File: src/rtl/line_clear_unit.sv
// rtl/line_clear_unit.sv - Removes full rows from a stacked board, compacts it and keeps score (option: LINE_CLEAR_WEIGHTED_SCORE_EN)
module line_clear_unit #(
    parameter int ROWS    = 23,
    parameter int COLS    = 10,
    parameter int SCORE_W = 16
) (
    input  logic                 clk_50,
    input  logic                 reset,
    input  logic                 start,
    input  logic                 clear_score,
    input  logic [ROWS*COLS-1:0] board_in,
    output logic [ROWS*COLS-1:0] board_out,
    output logic                 board_we,
    output logic                 busy,
    output logic                 done,
    output logic [4:0]           lines_cleared,
    output logic [SCORE_W-1:0]   score
);

    localparam int BOARD_W = ROWS * COLS;
    localparam int PTR_W   = $clog2(ROWS);
    localparam logic [PTR_W-1:0] LAST_ROW = PTR_W'(ROWS - 1);

    typedef enum logic [1:0] {
        ST_IDLE = 2'd0,
        ST_SCAN = 2'd1,
        ST_DONE = 2'd2
    } state_t;

    state_t              state_q;
    logic [BOARD_W-1:0]  board_q;
    logic [PTR_W-1:0]    row_q;
    logic [4:0]          cnt_q;
    logic [4:0]          lines_q;
    logic [SCORE_W-1:0]  score_q;
    logic                board_we_q;
    logic                busy_q;
    logic                done_q;

    logic [COLS-1:0]     cur_row;
    logic                row_full;
    logic [BOARD_W-1:0]  board_shift_d;
    logic [SCORE_W:0]    inc_d;
    logic [SCORE_W:0]    sum_d;
    logic [SCORE_W-1:0]  score_d;
`ifdef LINE_CLEAR_WEIGHTED_SCORE_EN
    logic [3:0]          part_d;
`endif

    // Pick the row under the pointer and build the board with that row dropped out
    always_comb begin
        cur_row = '0;
        for (int j = 0; j < ROWS; j++) begin
            if (row_q == PTR_W'(j)) begin
                cur_row = board_q[j*COLS +: COLS];
            end
        end
        row_full = &cur_row;

        // Rows 1..pointer slide down by one, row 0 refills empty, rows below stay
        board_shift_d = board_q;
        board_shift_d[0 +: COLS] = '0;
        for (int j = 1; j < ROWS; j++) begin
            if (j <= int'(row_q)) begin
                board_shift_d[j*COLS +: COLS] = board_q[(j-1)*COLS +: COLS];
            end
        end
    end

    // Score increment for the finished piece, saturating at the register maximum
    always_comb begin
`ifdef LINE_CLEAR_WEIGHTED_SCORE_EN
        // Each complete group of four lines is worth 8, the remainder 0/1/3/5
        case (cnt_q[1:0])
            2'd0:    part_d = 4'd0;
            2'd1:    part_d = 4'd1;
            2'd2:    part_d = 4'd3;
            default: part_d = 4'd5;
        endcase
        inc_d = (SCORE_W+1)'({cnt_q[4:2], 3'b000}) + (SCORE_W+1)'(part_d);
`else
        inc_d = (SCORE_W+1)'(cnt_q);
`endif
        sum_d   = {1'b0, score_q} + inc_d;
        score_d = sum_d[SCORE_W] ? '1 : sum_d[SCORE_W-1:0];
    end

    // Control FSM with registered outputs; one row evaluated per SCAN cycle
    always_ff @(posedge clk_50 or posedge reset) begin
        if (reset) begin
            state_q    <= ST_IDLE;
            board_q    <= '0;
            row_q      <= LAST_ROW;
            cnt_q      <= '0;
            lines_q    <= '0;
            score_q    <= '0;
            board_we_q <= 1'b0;
            busy_q     <= 1'b0;
            done_q     <= 1'b0;
        end else begin
            board_we_q <= 1'b0;
            done_q     <= 1'b0;
            case (state_q)
                ST_IDLE: begin
                    if (start) begin
                        board_q <= board_in;
                        row_q   <= LAST_ROW;
                        cnt_q   <= '0;
                        busy_q  <= 1'b1;
                        state_q <= ST_SCAN;
                    end
                end
                ST_SCAN: begin
                    if (row_full) begin
                        // Pointer holds so the row shifted in gets examined next
                        board_q <= board_shift_d;
                        cnt_q   <= cnt_q + 5'd1;
                    end else if (row_q != '0) begin
                        row_q <= row_q - PTR_W'(1);
                    end else begin
                        // Outputs are registered, so they are set on entry to DONE
                        state_q    <= ST_DONE;
                        done_q     <= 1'b1;
                        board_we_q <= 1'b1;
                        lines_q    <= cnt_q;
                        score_q    <= score_d;
                    end
                end
                ST_DONE: begin
                    busy_q  <= 1'b0;
                    state_q <= ST_IDLE;
                end
                default: begin
                    busy_q  <= 1'b0;
                    state_q <= ST_IDLE;
                end
            endcase
            // New-game clear overrides any score update on the same edge
            if (clear_score) begin
                score_q <= '0;
            end
        end
    end

    assign board_out     = board_q;
    assign board_we      = board_we_q;
    assign busy          = busy_q;
    assign done          = done_q;
    assign lines_cleared = lines_q;
    assign score         = score_q;

endmodule

File: config.mk
export PLATFORM = sky130hd
export DESIGN_NAME = line_clear_unit
export DESIGN_NICKNAME = d
export VERILOG_FILES = /design/src/rtl/line_clear_unit.sv
export SDC_FILE = /design/constraint.sdc
export NUM_CORES = 1
export LEC_CHECK = 0
export BUFFER_PORTS_ARGS = -buffer_cell sky130_fd_sc_hd__clkbuf_2
export CELL_PAD_IN_SITES_DETAIL_PLACEMENT = 1
export CELL_PAD_IN_SITES_GLOBAL_PLACEMENT = 1
export CORE_MARGIN = 2
export CORE_UTILIZATION = 36
export DETAILED_ROUTE_END_ITERATION = 10
export HOLD_SLACK_MARGIN = 0.02
export PLACE_DENSITY_LB_ADDON = 0.1
export SLEW_MARGIN = 10
export SYNTH_ARGS = -nofsm -noshare
export SYNTH_HDL_FRONTEND = slang
export SYNTH_SLANG_ARGS = --single-unit
File: constraint.sdc
create_clock -name clk_50 -period 7.4 [get_ports clk_50]
set_clock_uncertainty 0.05 [all_clocks]
set_input_delay 0.74 -clock clk_50 [delete_from_list [all_inputs] [get_ports clk_50]]
set_output_delay 0.74 -clock clk_50 [all_outputs]
set_load 0.02 [all_outputs]
==> impl_summary.txt <==
----------------------------------------------------
[Outcome]
  Run status ... complete, no violations

[Setup path]
  Reg2Reg Launch Point ... row_q[0]$_DFFE_PP0P_
  Worst reg2reg endpoint ... board_out[42]$_DFFE_PP0P_
  CP Class ... reg -> reg
  Worst Path Required ... between 7000 and 8000 ps
  Crit Path Max Fanout ... 221
  Cells on worst reg2reg path ... 13
  Data arrival time of the worst path ... roughly 6600 ps
  Startpoint types ... flip-flop
  Reg2reg setup slack ... 1110 ps
  Critical path capture point type ... flip-flop

[Power]
  Final total power ... slightly above 10000 uW
  Pwr per Cell Area ... 482.6 nW/um^2
  P_leak ... just over 0.009 uW
  Peak supply drop ... between 0.3 and 0.4 mV

[Global routing]
  GRT met1 Usage ... around 45%
  Global route total overflow ... 0
  Met2 Track Usage GR ... a little over half
  Global-route wire length before repair ... ~120000 um
  Via count of the first global-routing pass ... roughly 19000
  Largest net degree at the start of global routing ... between 200 and 250
  Global routing's busiest layer ... met2
  Routing usage on met3 ... under 10%
  GRT Total Usage ... about a third
  Initial antenna violation count ... 2

[Synth]
  Warnings, synthesis ... 0
  Multiplexer fraction of the synthesized cell area ... about an eighth
  Synthesized-area fraction occupied by adder cells ... less than 1%
  Area share of the leading cell type in the synthesized netlist ... between 30% and 40%
  Library cell with the highest instance count after synthesis ... sky130_fd_sc_hd__nor2_1
  Mean cell area of the mapped netlist ... approximately 9.4 sq um
  Seq/Total Area, Yosys ... between 30% and 40%
  Combined area of all synthesized cells ... approximately 18000 sq um
  Count of flip-flops with a built-in enable after synthesis ... 0
  Most used flip-flop cell after synthesis ... sky130_fd_sc_hd__dfrtp_1
  Post-synthesis cell type count ... between 100 and 150
  Post-synthesis net count ... roughly 2100
  Main combinational cell family by area after synthesis ... compound AO/OA/AOI/OAI gates
  Most frequent cells after synthesis ... sky130_fd_sc_hd__nor2_1 (270), sky130_fd_sc_hd__dfrtp_1 (262), sky130_fd_sc_hd__mux2i_1 (214)
  Cell types with the largest area share after synthesis ... sky130_fd_sc_hd__dfrtp_1 (37%), sky130_fd_sc_hd__mux2i_1 (12%), sky130_fd_sc_hd__a32oi_1 (11%), sky130_fd_sc_hd__nor2_1 (5.8%), sky130_fd_sc_hd__o211ai_4 (2.3%)
  Cells after synthesis ... between 1500 and 2000
  Post-synthesis cell type with the largest combined area ... sky130_fd_sc_hd__dfrtp_1
  Post-synthesis xor/xnor area fraction ... less than 1%
  Compound-gate portion of the synthesized area ... a little over a quarter
  Simple logic cell fraction of the synthesized area ... 16.81%
  Share of synthesized registers carrying an async set or reset ... 100.0%
  Flops & latches, synth ... roughly 270

[Worst hold path]
  Tightest Hold Check Type ... in -> reg
  WHS Endpoint ... board_out[9]$_DFFE_PP0P_
  Hold_sp ... board_in[9]
  Worst Hold Path Cells ... 3

[Job]
  Number of maximum-capacitance violations ... 0

[Floorplan]
  IO Pins ... between 400 and 500
  Starting Density ... approximately 37%
  Die W ... roughly 220 um
  Overall die height ... 224.7 um
  Die area ... 50480 sq um
  Row cnt ... 80
  Core Box Area ... 47950 sq um

[STA]
  Setup TNS ... 0 ps
  Fmax ... 0.1590 GHz
  Final critical path time including I/O delays and setup ... 6288 ps
  Count of final hold-check violations ... 0
  Final Cycle Share ... between 80% and 90%
  Setup repair after global routing missed its margin ... no
  Number of pins exceeding their max-slew limit in the final report ... 0
  Slew at the pin closest to its max-slew limit ... around 1300 ps
  Final setup slack of the worst path ... 1112 ps
  Total of endpoints with negative setup slack in the final report ... 0
  Relative slew slack ... between 10 and 15%

[Cells and area]
  Area used by multi-input combinational logic ... 9996 sq um
  Fillers ... roughly 5600
  Nets ... between 2000 and 2500
  Synthesis-to-layout area growth ... 20.99%
  Proportion of layout cells with a drive suffix above 1 ... between 20 and 30%
  Post-route standard cell area excluding fillers ... around 21000 sq um
  Sequential cell area ... about 6600 sq um

[CTS]
  TritonCTS buffer count ... 31
  CTS sink count ... between 200 and 300
  PostCTS Resize Cnt ... 0
  Clock insertion delay at the later pin of the skew report ... around 590 ps
  Buffers inserted during post-CTS setup optimization ... 0
  CTS root buf ... sky130_fd_sc_hd__clkbuf_16
  Clock tree from TritonCTS ... done
  Number of hold-repair buffers added at the cts stage ... 0
  Post-CTS clock slew at the launch and capture registers of the worst setup and hold paths ... approximately 70 ps
  Bufs on Longest Clock Path ... 3
  Number of H-tree levels ... 1

[Detailed routing]
  Post-DR vias/cell ... ~6.3
  Vias after detailed routing ... roughly 18000
  Final routed DRC violation total ... 0
  Mean routed wirelength per cell ... 29.51 um
  Routed WL ... around 85000 um
  1st-iter DRT viols ... between 1500 and 2000
  Pre-antenna DRT Iters ... 5
  Final antenna-violating net count ... 0

[Place]
  Final weighted congestion of routability-driven global placement ... 0.9195
  Worst-case setup slack after placement ... about 1400 ps
  Placed Area ... ~20000 sq um
  HPWL after DPL ... 63430 um
  Port buffer count ... between 400 and 500

----------------------------------------------------
==> kinds of logic (layout without fill, tap and decap cells) <==
family | Yosys count | after routing
XOR/XNOR | 2 | 2
AO/OA/AOI/OAI | 562 | 562
adder cells (fa/ha/maj) | 12 | 12
buffers and inverters | 209 | 604
other | 0 | 1
flip-flops | 265 | 265
AND/OR/NAND/NOR | 599 | 599
multiplexers | 220 | 220
==> how the worst max path moves through the flow <==
stage / cells past startpoint / slack (ps) / end / start
3_3_place_gp: 13 / 1590 / board_out[27]$_DFFE_PP0P_ / row_q[0]$_DFFE_PP0P_
4_1_cts: 13 / 1430 / board_out[164]$_DFFE_PP0P_ / row_q[0]$_DFFE_PP0P_
2_1_floorplan: 1 / 3110 / board_out[0]$_DFFE_PP0P_ / reset
6_report: 13 / 1110 / board_out[42]$_DFFE_PP0P_ / row_q[0]$_DFFE_PP0P_
3_5_place_dp: 13 / 1440 / board_out[164]$_DFFE_PP0P_ / row_q[0]$_DFFE_PP0P_
5_1_grt: 14 / 1040 / board_out[42]$_DFFE_PP0P_ / row_q[0]$_DFFE_PP0P_
==> layer usage <==
layer | part of all wire [%] | routed length, um
met1 | 43 | 36730
met2 | 47 | 40200
met3 | 6.2 | 5231
met4 | 3.3 | 2820
met5 | 0 | 0
==> cell type report <==
class,count,area share (%)
Timing Repair Buffer,518,12.76
Multi-Input combinational cell,1395,47.12
Antenna cell,1,0.01180
Sequential cell,265,31.28
Clock inverter,11,0.4129
Clock buffer,46,4.252
Tap cell,615,3.627
Inverter,29,0.5308
==> report_power, final <==
part,internal [uW],leakage [uW],total [uW],switching [uW]
clock network,873,0.000496,1540,663
registers,1990,0.00280,3140,1150
logic,1890,0.00589,5560,3670
==> sequential cells by signal (all words and copies together) (netlist names) <==
register       flops
row_q              5
state_q            2
score             16
board_out        230
lines_cleared      5
cnt_q              5
busy               1
done               1
==> worst max-delay path, stage by stage, from the launching register on <==
cell and delay (ps):
sky130_fd_sc_hd__dfrtp_1 750, sky130_fd_sc_hd__inv_1 350, sky130_fd_sc_hd__ha_1 610, sky130_fd_sc_hd__buf_4 420, sky130_fd_sc_hd__and4b_1 540, sky130_fd_sc_hd__a221oi_1 210, sky130_fd_sc_hd__a2111oi_0 710, sky130_fd_sc_hd__a211o_1 300
sky130_fd_sc_hd__a32o_1 240, sky130_fd_sc_hd__a21boi_1 210, sky130_fd_sc_hd__a41oi_2 170, sky130_fd_sc_hd__o21ai_4 200, sky130_fd_sc_hd__buf_12 610, sky130_fd_sc_hd__a32oi_1 270
==> layout by cell type, fill, tap and decap left out, types with 31 or more instances in the layout <==
cell type                   count
sky130_fd_sc_hd__clkbuf_2     487
sky130_fd_sc_hd__dfrtp_1      261
sky130_fd_sc_hd__nand2_1      103
sky130_fd_sc_hd__o21ai_0       53
sky130_fd_sc_hd__nand3_1       44
sky130_fd_sc_hd__nor2_1       270
sky130_fd_sc_hd__mux2i_1      214
sky130_fd_sc_hd__a21oi_1       67
sky130_fd_sc_hd__nor3_1        42
sky130_fd_sc_hd__a32oi_1      213
sky130_fd_sc_hd__clkbuf_16     31
==> metrics by stage <==
step	instances	util, %	hold WS [ps]
2_1_floorplan	1869	-	454.5
3_3_place_gp	2822	42.18	428.1
3_5_place_dp	2822	42.18	429.0
4_1_cts	2879	44.24	299.7
5_1_grt	2880	44.25	314.3
6_report	2880	44.25	304.2
Note: power is estimated with default switching activity, not from simulation.
